[src/rtl/lsu_ctrl.sv]
// Load/store unit controller: bridges the MEM stage to a handshaked data memory port,
// stalling the pipeline until ack, extending load data and flagging misalign/timeout faults.
module lsu_ctrl #(
  parameter int unsigned MAX_WAIT = 16
) (
  input  logic        clk,
  input  logic        rst,
  input  logic        mem_en,
  input  logic        mem_we,
  input  logic [2:0]  mem_op,
  input  logic [31:0] addr,
  input  logic [31:0] wdata,
  output logic        stall,
  output logic        done,
  output logic [31:0] rdata,
  output logic        misalign,
  output logic        bus_err,
  output logic        dmem_req,
  output logic        dmem_we,
  output logic [31:0] dmem_addr,
  output logic [3:0]  dmem_be,
  output logic [31:0] dmem_wdata,
  input  logic        dmem_ack,
  input  logic [31:0] dmem_rdata
);

  typedef enum logic [1:0] {
    IDLE,
    WAIT,
    RESP
  } state_t;

  state_t      state, state_nxt;
  logic [7:0]  cnt;
  logic        we_q;
  logic [2:0]  op_q;
  logic [1:0]  off_q;
  logic        mis_q;
  logic        err_q;
  logic        legal;
  logic        aligned;
  logic        ok;
  logic        timeout;
  logic [31:0] load_val;

  always_comb begin
    legal = (mem_op == 3'b000) || (mem_op == 3'b001) || (mem_op == 3'b010) ||
            (mem_op == 3'b100) || (mem_op == 3'b101);
    unique case (mem_op[1:0])
      2'b00:   aligned = 1'b1;
      2'b01:   aligned = ~addr[0];
      2'b10:   aligned = (addr[1:0] == 2'b00);
      default: aligned = 1'b0;
    endcase
    ok = legal && aligned;
  end

  assign timeout = !dmem_ack && (cnt == 8'(MAX_WAIT - 1));

  // Lane select by the captured byte offset, then extend by the captured width code.
  always_comb begin
    logic [31:0] s;
    s = dmem_rdata >> {off_q, 3'b000};
    unique case (op_q)
      3'b000:  load_val = {{24{s[7]}}, s[7:0]};
      3'b100:  load_val = {24'b0, s[7:0]};
      3'b001:  load_val = {{16{s[15]}}, s[15:0]};
      3'b101:  load_val = {16'b0, s[15:0]};
      default: load_val = s;
    endcase
  end

  always_comb begin
    // NOTE: every output of this block gets a default first so no path leaves it unassigned, which would infer a latch.
    state_nxt = state;
    stall     = 1'b0;
    done      = 1'b0;
    misalign  = 1'b0;
    bus_err   = 1'b0;
    unique case (state)
      IDLE: begin
        stall = mem_en;
        if (mem_en) state_nxt = ok ? WAIT : RESP;
      end
      WAIT: begin
        stall = 1'b1;
        if (dmem_ack || timeout) state_nxt = RESP;
      end
      RESP: begin
        done      = 1'b1;
        misalign  = mis_q;
        bus_err   = err_q;
        state_nxt = IDLE;
      end
      default: state_nxt = IDLE;
    endcase
    // Reset must release the pipeline even if the MEM stage keeps mem_en high.
    if (rst) stall = 1'b0;
  end

  assign dmem_req = (state == WAIT);

  always_ff @(posedge clk or posedge rst) begin
    if (rst) begin
      state      <= IDLE;
      cnt        <= 8'd0;
      we_q       <= 1'b0;
      op_q       <= 3'b000;
      off_q      <= 2'b00;
      mis_q      <= 1'b0;
      err_q      <= 1'b0;
      rdata      <= 32'd0;
      dmem_we    <= 1'b0;
      dmem_addr  <= 32'd0;
      dmem_be    <= 4'b0000;
      dmem_wdata <= 32'd0;
    end else begin
      // NOTE: sequential state uses non-blocking assignments so all flops see pre-edge values.
      state <= state_nxt;
      unique case (state)
        IDLE: begin
          if (mem_en) begin
            err_q <= 1'b0;
            if (ok) begin
              mis_q     <= 1'b0;
              cnt       <= 8'd0;
              we_q      <= mem_we;
              op_q      <= mem_op;
              off_q     <= addr[1:0];
              dmem_we   <= mem_we;
              dmem_addr <= {addr[31:2], 2'b00};
              if (mem_we) begin
                unique case (mem_op[1:0])
                  2'b00: begin
                    dmem_be    <= 4'b0001 << addr[1:0];
                    dmem_wdata <= {4{wdata[7:0]}};
                  end
                  2'b01: begin
                    dmem_be    <= 4'b0011 << addr[1:0];
                    dmem_wdata <= {2{wdata[15:0]}};
                  end
                  default: begin
                    dmem_be    <= 4'b1111;
                    dmem_wdata <= wdata;
                  end
                endcase
              end else begin
                dmem_be    <= 4'b0000;
                dmem_wdata <= 32'd0;
              end
            end else begin
              mis_q <= 1'b1;
              rdata <= 32'd0;
            end
          end
        end
        WAIT: begin
          if (dmem_ack) begin
            rdata <= we_q ? 32'd0 : load_val;
          end else if (timeout) begin
            err_q <= 1'b1;
            rdata <= 32'd0;
          end else begin
            cnt <= cnt + 8'd1;
          end
        end
        default: ;
      endcase
    end
  end

endmodule

[config.mk]
export PLATFORM = sky130hd
export DESIGN_NAME = lsu_ctrl
export DESIGN_NICKNAME = d
export VERILOG_FILES = /design/src/rtl/lsu_ctrl.sv
export SDC_FILE = /design/constraint.sdc
export NUM_CORES = 1
export LEC_CHECK = 0
export CAP_MARGIN = 30
export CORE_MARGIN = 2
export CORE_UTILIZATION = 45
export DETAILED_ROUTE_END_ITERATION = 8
export PLACE_DENSITY = 0.78
export SLEW_MARGIN = 20
export SYNTH_ARGS = -nofsm -noshare
export SYNTH_HDL_FRONTEND = slang
export SYNTH_SLANG_ARGS = --single-unit
[constraint.sdc]
create_clock -name clk -period 4.93 [get_ports clk]
set_clock_uncertainty 0.15 [all_clocks]
set_input_delay 0.493 -clock clk [delete_from_list [all_inputs] [get_ports clk]]
set_output_delay 0.493 -clock clk [all_outputs]
set_load 0.005 [all_outputs]
* Word level (Yosys, flattened, before mapping)
Cells that the tools add are included.
** Storage, ports and cells
- Flip-flop bits (word level) :: 116
- Bits in latches :: 0
- RAM bits :: 0
- Memory bits (read-only) :: 0
- Input bits :: 104
- Output and inout port bits :: 106
- Word-level logic and storage cells :: 87
- Memories kept :: 0
** Cells by class
- Add/subtract/negate cells :: 1
- Multiply operators :: 0
- Div/mod/pow operators :: 0
- Order comparisons :: 0
- Equal/unequal tests :: 20
- Shift-type cells :: 3
- Mux-type cells :: 31
- Bitwise logic cells :: 1
- Reductions and logical operators :: 20
** Operators by type and width (count)
- 2-to-1 mux 32 bit :: 6
- case mux 32 bit (2 select lines) :: 2
- case mux 32 bit (4 select lines) :: 1
- 2-to-1 mux 8 bit :: 4
- >> shifter 32 x 5 -> 32 bit :: 1
- case mux 8 bit (2 select lines) :: 1
- == test 3 bit (second input constant) :: 4
- inequality test 2 bit (second input constant) :: 5
- adder 8 x 1 -> 8 bit (second input constant) :: 1
- == test 8 x 4 -> 1 bit (second input constant) :: 1
- 2-to-1 mux 1 bit :: 8
- case mux 4 bit (2 select lines) :: 1
- AND reduction 4 bit :: 2
- == test 3 x 1 -> 1 bit (second input constant) :: 2
- logical NOT 2 bit :: 3
- logical NOT 3 bit :: 2
- 2-to-1 mux 2 bit :: 3
- logical OR 1 bit :: 5
- AND reduction 5 bit :: 1
- == test 2 x 1 -> 1 bit (second input constant) :: 2
- == test 2 bit (second input constant) :: 2
- 2-to-1 mux 4 bit :: 1
- inequality test 2 x 1 -> 1 bit (second input constant) :: 2
- case mux 1 bit (2 select lines) :: 2
- other kinds (12) :: 14

* Depth between registers and ports, before layout
Gate-level depths: netlist of the first run.
- Depth after elaboration :: 9
- Depth in mapped cells :: 7
- Gate-level depth less buffers :: 5

* Worst setup path before layout of the first run
No wires, ideal clock.
- Path type :: input to register
- Start :: in mem_op[0]
- End :: reg rdata[23]
- Setup time :: 0.126 ns
- Arrival time :: 1.763 ns
- Data required time :: 4.654 ns
- Slack :: 2.891 ns
- Stages on the path :: 6
- Path buffers :: 2
- Path through :: clkbuf_1 a21oi_1 nor3b_2 o221ai_4 buf_6 a221o_1
** Between the ends
- Word-level cells in the longest chain between the ends :: 8
- Elaborated cells between the ends (all ways) :: 16
- Classes of those cells :: eq/ne: 7; mux: 1; reduce/logical: 8
** RTL lines
- from (decl) :: RTL line 10 : input logic [2:0] mem_op,
- == test 3 x 1 -> 1 bit / logical NOT 3 bit (equally long branches) :: RTL line 47 : legal = (mem_op == 3'b000) || (mem_op == 3'b001) || (mem_op == 3'b010) ||
- logical OR 1 bit (3 in a row) :: RTL line 47
- logical OR 1 bit :: RTL line 48 : (mem_op == 3'b100) || (mem_op == 3'b101);
- logical AND 1 bit (*) :: RTL line 55 : ok = legal && aligned;
- inequality test 2 bit (no line) (*)
- AND reduction 4 bit (no line) (*)
- to (signal assigned) :: RTL line 159 : rdata <= we_q ? 32'd0 : load_val;
- to (decl) :: RTL line 15 : output logic [31:0] rdata,
Every way passes the cells marked *; elsewhere a longest branch is shown, timed or not.
A chain may end at the register's enable or synchronous reset.

* Worst setup path in the final report of the first run
- Start :: in mem_op[1]
- End :: reg rdata[31]
The elaborated chain is that of the path after synthesis.

==> summary.md, run 1 <==
| Metric | Value |
|---|---|
| Die ar. | 13,400 um^2 |
| Reg clk slew, reported paths | 0.05 ns |
| Avg Vias per Cell | 5.40 |
| Relative slew slack | 38.9% |
| Starting Density | 46.4% |
| Worst Reg-to-Reg Cells | 4 |
| Fmax achieved | 387 MHz |
| Final ANT Viol Nets | 0 |
| Final Hold Fails | 0 |
| Crit path from | mem_op[1] |
| Drt wl/cell | 17.6 um |
| Die Y-Extent | 116 um |
| Tmin final | 2.58 ns |
| Post-CTS Setup Repair Bufs | 0 |
| First-pass GRT wire length | 24,600 um |
| Leakage | 0.00358 uW |
| Main combinational cell family by area after synthesis | multiplexers |
| Cts hold-fix bufs | 0 |
| H-tree depth | 4 |
| Mux cell area share after synthesis | 18.1% |
| Post-synthesis cell type count | 47 |
| Core Area | 12,100 um^2 |
| Critical path fanouts, max | 33 |
| Worst-Margin Slew | 0.917 ns |
| Compound-cell area share of the yosys netlist | 15.5% |
| Post-Synth Adder-Cell Area | 0.223% |
| Syn_area_per_cell | 11.3 um^2 |
| Reg-to-reg slack, setup | 2.53 ns |
| Share of post-route cells with drive strength above 1 | 12.6% |
| Total CTS buffers | 17 |
| Async set-reset flop share out of synthesis | 100% |
| Max-cap violations | 0 |
| Placer congestion estimate | 0.800 |
| Post-Place Cell Area | 7790 um^2 |
| Area growth from synthesis to layout | 50.3% |
| Vias in the first global route | 4,820 |
| Setup CP Type | input port to flop |
| Vias post-DR | 4,728 |
| CP Launch Type | input port |
| Antenna diodes | 0 |
| Clock Sinks | 116 |
| CP required | 5.12 ns |
| Yosys warns | 0 |
| All-layer global routing usage | 23.8% |
| Post-Synthesis Cells | 498 |
| CP Capture Type | flop |
| Top FF cell, synth | dfrtp_1 |
| HP Class | flop to flop |
| Count of input and output buffers | 207 |
| # setup viols final | 0 |
| Post-synth EDFFs | 0 |
| Root buffer cell | clkbuf_16 |
| Netlist Area Pre-Place | 5620 um^2 |
| Largest net degree at the start of global routing | 80 |
| Max Buffers Root-to-Sink | 2 |
| CTS tree | built |
| Remaining DRCs | 0 |
| Die Wd | 116 um |
| Synth Area in XOR/XNOR | 0% |
| Most common cell in the netlist | dfrtp_1 |
| Net total in the final layout | 800 |
| Max-slew violation count | 0 |
| WL final | 15,500 um |
| Unrepaired setup endpoints after global routing | no |
| PostCTS Resize Cnt | 0 |
| # rows | 40 |
| Worst reg2reg path endpoint | dmem_addr[31] |
| Top cell type's share of synthesized area | 51.7% |
| Post-Synth Simple-Gate Area | 10.4% |
| Fin area | 8440 um^2 |
| Critical Path Sink | rdata[31] |
| Total power per unit cell area | 578 nW/um^2 |
| Skew-Pair Late Insertion Delay | 0.41 ns |
| Worst VDD drop | 0.000325 V |
| Sum Neg Setup Slack | 0 ns |
| CP arrival | 2.78 ns |
| Yosys top cell by area | dfrtp_1 |
| Commonest cells post-synth | dfrtp_1, nand2_1, mux2i_1 |
| 1st-pass router iterations | 5 |
| Final Cycle Share | 52.4% |
| Run status | finished, final reports clean |
| IO Pins | 210 |
| R2r startpoint | state[0] |
| Top cells by area, synth | dfrtp_1, mux2i_1, mux2_2 |
| Synthesized flop and latch total | 116 |
| Register area share after synthesis | 51.7% |
| 1st-iter DRT viols | 312 |
| Dpl hpwl | 11,200 um |
| Antenna violations before repair | 0 |
| Global route overflow | 0 |
==> layer usage <==
metal | global-route usage, % | part of all wire, % | up-vias
met5 | 0 | 0 | -
met4 | 9.60 | 1.9 | 0
met3 | 8.26 | 9.2 | 22
met2 | 38.6 | 49 | 188
met1 | 29.4 | 40 | 2322
li1 | - | - | 2196
==> critical path, stage by stage <==
cell,delay (ns)
clkdlybuf4s50_1,0.40
buf_4,0.24
a21oi_1,0.47
nor3b_2,0.14
o221ai_4,0.73
a221o_1,0.29
==> power breakdown <==
group,internal [uW],switching (uW)
clock,913,424
sequential,1360,292
combinational,1150,743
total,3420,1460
==> stage by stage <==
| step | utilization (%) | instances | hold WS, ns | worst slack, ns | power [uW] |
|---|---|---|---|---|---|
| finish | 69.7 | 876 | 0.330 | 2.35 | 4880 |
| global route | 69.7 | 876 | 0.353 | 2.23 | 5170 |
| CTS | 69.7 | 876 | 0.333 | 2.34 | 4920 |
| detailed placement | 64.4 | 844 | 0.321 | 1.95 | 3560 |
| global placement | 64.1 | 843 | 0.314 | 2.04 | 3490 |
| floorplan | - | 499 | 0.290 | 1.21 | 2480 |
==> how the worst min path moves through the flow <==
stage,start,to,slack [ns],cells after the start
2_1_floorplan,mis_q,mis_q,0.29,2
3_3_place_gp,dmem_wdata[24],dmem_wdata[24],0.31,2
3_5_place_dp,dmem_wdata[20],dmem_wdata[20],0.32,2
4_1_cts,dmem_wdata[20],dmem_wdata[20],0.33,2
5_1_grt,rdata[2],rdata[2],0.35,1
6_report,dmem_wdata[20],dmem_wdata[20],0.33,2
==> registers in the layout, summed over array words and instances (netlist names) <==
signal	count
dmem_wdata	32
rdata	32
dmem_addr	30
cnt	8
dmem_be	4
op_q	3
off_q	2
state	2
err_q	1
mis_q	1
we_q	1
==> cells by family after synthesis <==
| kind of cell | Yosys count |
|---|---|
| AOI/OAI and AO/OA | 119 |
| adders and majority gates | 1 |
| buffers and inverters | 45 |
| DFF | 116 |
| muxes | 95 |
| other | 1 |
| and+or+nand+nor | 121 |
==> area by class of cell <==
class                      count  area [um^2]
clock inverter                 7          143
sequential                   116         2900
fill                         923         3670
clock buffer                  25          505
inverter                       8         32.5
timing repair buffer         214         2140
tap                          168          210
multi-input combinational    338         2500
==> cells in the final DEF, fill, tap and decap left out, types with 6 or more instances in the layout <==
master           Yosys  final
o21ai_0             33     33
nand2b_1             7      7
mux2_1               7      7
o2bb2ai_1           21     21
nand2_1             74     74
mux2_2              38     38
nor2_1              15     15
buf_4                3      6
clkdlybuf4s50_1      0    207
a221o_1             15     15
a211oi_1             6      6
clkbuf_16            0     17
dfrtp_1            116    116
a21oi_1             18     18
mux2i_1             49     49
inv_1                7      6
o31ai_1             17     17
(Power assumes the default switching activity.)
==> run 2: changes to the inputs <==
--- a/config.mk
+++ b/config.mk
@@ -7,9 +7,9 @@
 export LEC_CHECK = 0
 export CAP_MARGIN = 30
 export CORE_MARGIN = 2
-export CORE_UTILIZATION = 45
+export CORE_UTILIZATION = 40
 export DETAILED_ROUTE_END_ITERATION = 8
-export PLACE_DENSITY = 0.78
+export PLACE_DENSITY = 0.73
 export SLEW_MARGIN = 20
 export SYNTH_ARGS = -nofsm -noshare
 export SYNTH_HDL_FRONTEND = slang
==> constraint.sdc (replaced) <==
create_clock -name clk -period 2.2 [get_ports clk]
set_clock_uncertainty 0.15 [all_clocks]
set_input_delay 0.22 -clock clk [delete_from_list [all_inputs] [get_ports clk]]
set_output_delay 0.22 -clock clk [all_outputs]
set_load 0.005 [all_outputs]
==> run 2 against run 1 <==
  * Final cell count rose by 3.2%
  * Clock-buffer cell count fell by 2
  * Combinational power rose by 130%
  * Cell area rose by 2.1%
  * Core utilization fell by 7.4 points
  * Sequential share of layout area fell by 0.69 points
  * Worst hold slack got worse by 0.11 ns
  * Register-to-register slack got worse by 2.4 ns
  * Via count rose by 1.2%
  * Setup slack got worse by 2.3 ns
  * First-iteration DRC count fell by 2.6%
  * Global-route usage fell by 2.4 points
  * Highest routed layer unchanged
==> summary.md, run 2 (synthesized netlist as in run 1, its figures left out) <==
| Metric | Value |
|---|---|
| Root buffer cell | clkbuf_16 |
| Tmin final | 2.11 ns |
| Max-cap violations | 0 |
| Sum Neg Setup Slack | 0 ns |
| Reg clk slew, reported paths | 0.06 ns |
| Total CTS buffers | 17 |
| Logic pwr share | 40.4% |
| Setup slack at placement | -0.0912 ns |
| Largest net degree at the start of global routing | 68 |
| Clock Sinks | 116 |
| Worst VDD drop | 0.000568 V |
| H-tree depth | 4 |
| IO Pins | 210 |
| Die ar. | 15,000 um^2 |
| R2r startpoint | cnt[7] |
| Sw Share | 30.2% |
| Core Area | 13,800 um^2 |
| Global route overflow | 0 |
| Hold slack | 0.218 ns |
| Psw | 3320 uW |
| CTS tree | built |
| Clk pwr share | 25.9% |
| All-layer global routing usage | 21.4% |
| Drt wl/cell | 17.3 um |
| Placed Cells incl. Taps | 870 |
| Unrepaired setup endpoints after global routing | no |
| Remaining DRCs | 0 |
| Vias in the first global route | 4,931 |
| Vias post-DR | 4,786 |
| Leakage | 0.00371 uW |
| Fin area | 8620 um^2 |
| Antenna violations before repair | 0 |
| Final Cycle Share | 96.0% |
| 1st-pass router iterations | 5 |
| Cell Count, Final, Fillers Out | 904 |
| Critical path fanouts, max | 3 |
| FILL cells | 1,083 |
| Worst-Margin Slew | 0.660 ns |
| Placer congestion estimate | 0.836 |
| CP required | 1.83 ns |
| Share of post-route cells with drive strength above 1 | 15.1% |
| Starting Density | 40.6% |
| Skew-Pair Late Insertion Delay | 0.41 ns |
| Reg area | 2900 um^2 |
| CP Capture Type | output pin |
| Most frequent cells in the layout | clkdlybuf4s50_1, dfrtp_1, nand2_1 |
| Avg Vias per Cell | 5.29 |
| Biggest regs | dmem_wdata x32, rdata x32, dmem_addr x30 |
| Post-route setup slack | 0.0886 ns |
| Relative slew slack | 55.6% |
| Run status | finished, final reports clean |
| Max-slew violation count | 0 |
| HP Class | input port to asynchronous set/reset pin |
| Worst reg2reg path endpoint | rdata[24] |
| CP Launch Type | flop |
| Multi-input logic area | 2520 um^2 |
| Total power per unit cell area | 1270 nW/um^2 |
| Power Internal | 7660 uW |
| Dpl hpwl | 11,200 um |
| Worst Reg-to-Reg Cells | 5 |
| 1st-iter DRT viols | 304 |
| Final ANT Viol Nets | 0 |
| Die Y-Extent | 123 um |
| Reg-to-reg slack, setup | 0.17 ns |
| First-pass GRT wire length | 25,000 um |
| # rows | 43 |
| Sequential share of power | 33.6% |
| CP arrival | 1.74 ns |
| Die Wd | 123 um |
| # setup viols final | 0 |
| Net total in the final layout | 816 |
| Max Buffers Root-to-Sink | 2 |
| Area growth from synthesis to layout | 53.4% |
| Antenna diodes | 0 |
| Count of input and output buffers | 207 |
| WL final | 15,600 um |
| Post-Place Cell Area | 7970 um^2 |
| Most common cell after layout, fill and taps aside | clkdlybuf4s50_1 |
| Final Hold Fails | 0 |
| Fmax achieved | 474 MHz |
| Setup CP Type | flop to output pin |
run 2: stage by stage:
step	power (uW)	utilization [%]
CTS	11000	62.2
global placement	7970	57.7
floorplan	5560	-
global route	11600	62.3
detailed placement	8110	57.7
finish	11000	62.3
run 2: final cells by class:
cell class / count / area share, %
clock buffer: 23 / 5.66
clock inverter: 9 / 1.45
inverter: 8 / 0.392
multi-input combinational: 338 / 29.2
sequential: 116 / 33.7
tap: 180 / 2.61
timing repair buffer: 230 / 27.0
run 2: critical path, stage by stage (launching register included):
cell,delay [ns]
dfrtp_1,0.37
buf_4,0.12
nor2_1,0.03
nor3_1,0.24
clkdlybuf4s50_1,0.57
run 2: worst max path at each step:
| stage | start | end | slack (ns) | cells past startpoint |
|---|---|---|---|---|
| after detailed placement | mem_op[0] | dmem_addr[7] | -0.09 | 5 |
| after global routing | state[0] | stall | 0.03 | 4 |
| after floorplan | cnt[4] | rdata[23] | 0.25 | 5 |
| after global placement | mem_op[0] | rdata[19] | -0.01 | 6 |
| final | state[0] | stall | 0.09 | 4 |
| after CTS | state[0] | dmem_req | 0.02 | 3 |
run 2: timing repair:
action / 4_1_cts / 5_1_grt
hold buffers: 0 / 0
setup endpoints to repair: 3 / 3
endpoints found under the hold margin: 0 / 0
gates resized for setup: 4 / 3
pin swaps: 0 / 0
setup buffers: 0 / 2
run 2: layer usage:
layer  track usage, %  vias to the layer above  wire, um
li1                 -                     2224         -
met1             26.9                     2346      6610
met2             34.5                      190      7440
met3             7.39                       26      1330
met4             7.18                        0       254
met5                0                        -         0
run 2: power by group through the flow:
stage	combinational [uW]	clock, uW	sequential, uW
5_1_grt	4820	2990	3800
6_report	4440	2840	3690
4_1_cts	4450	2890	3700
3_3_place_gp	4300	0	3670
3_5_place_dp	4400	0	3700
2_1_floorplan	1910	0	3640
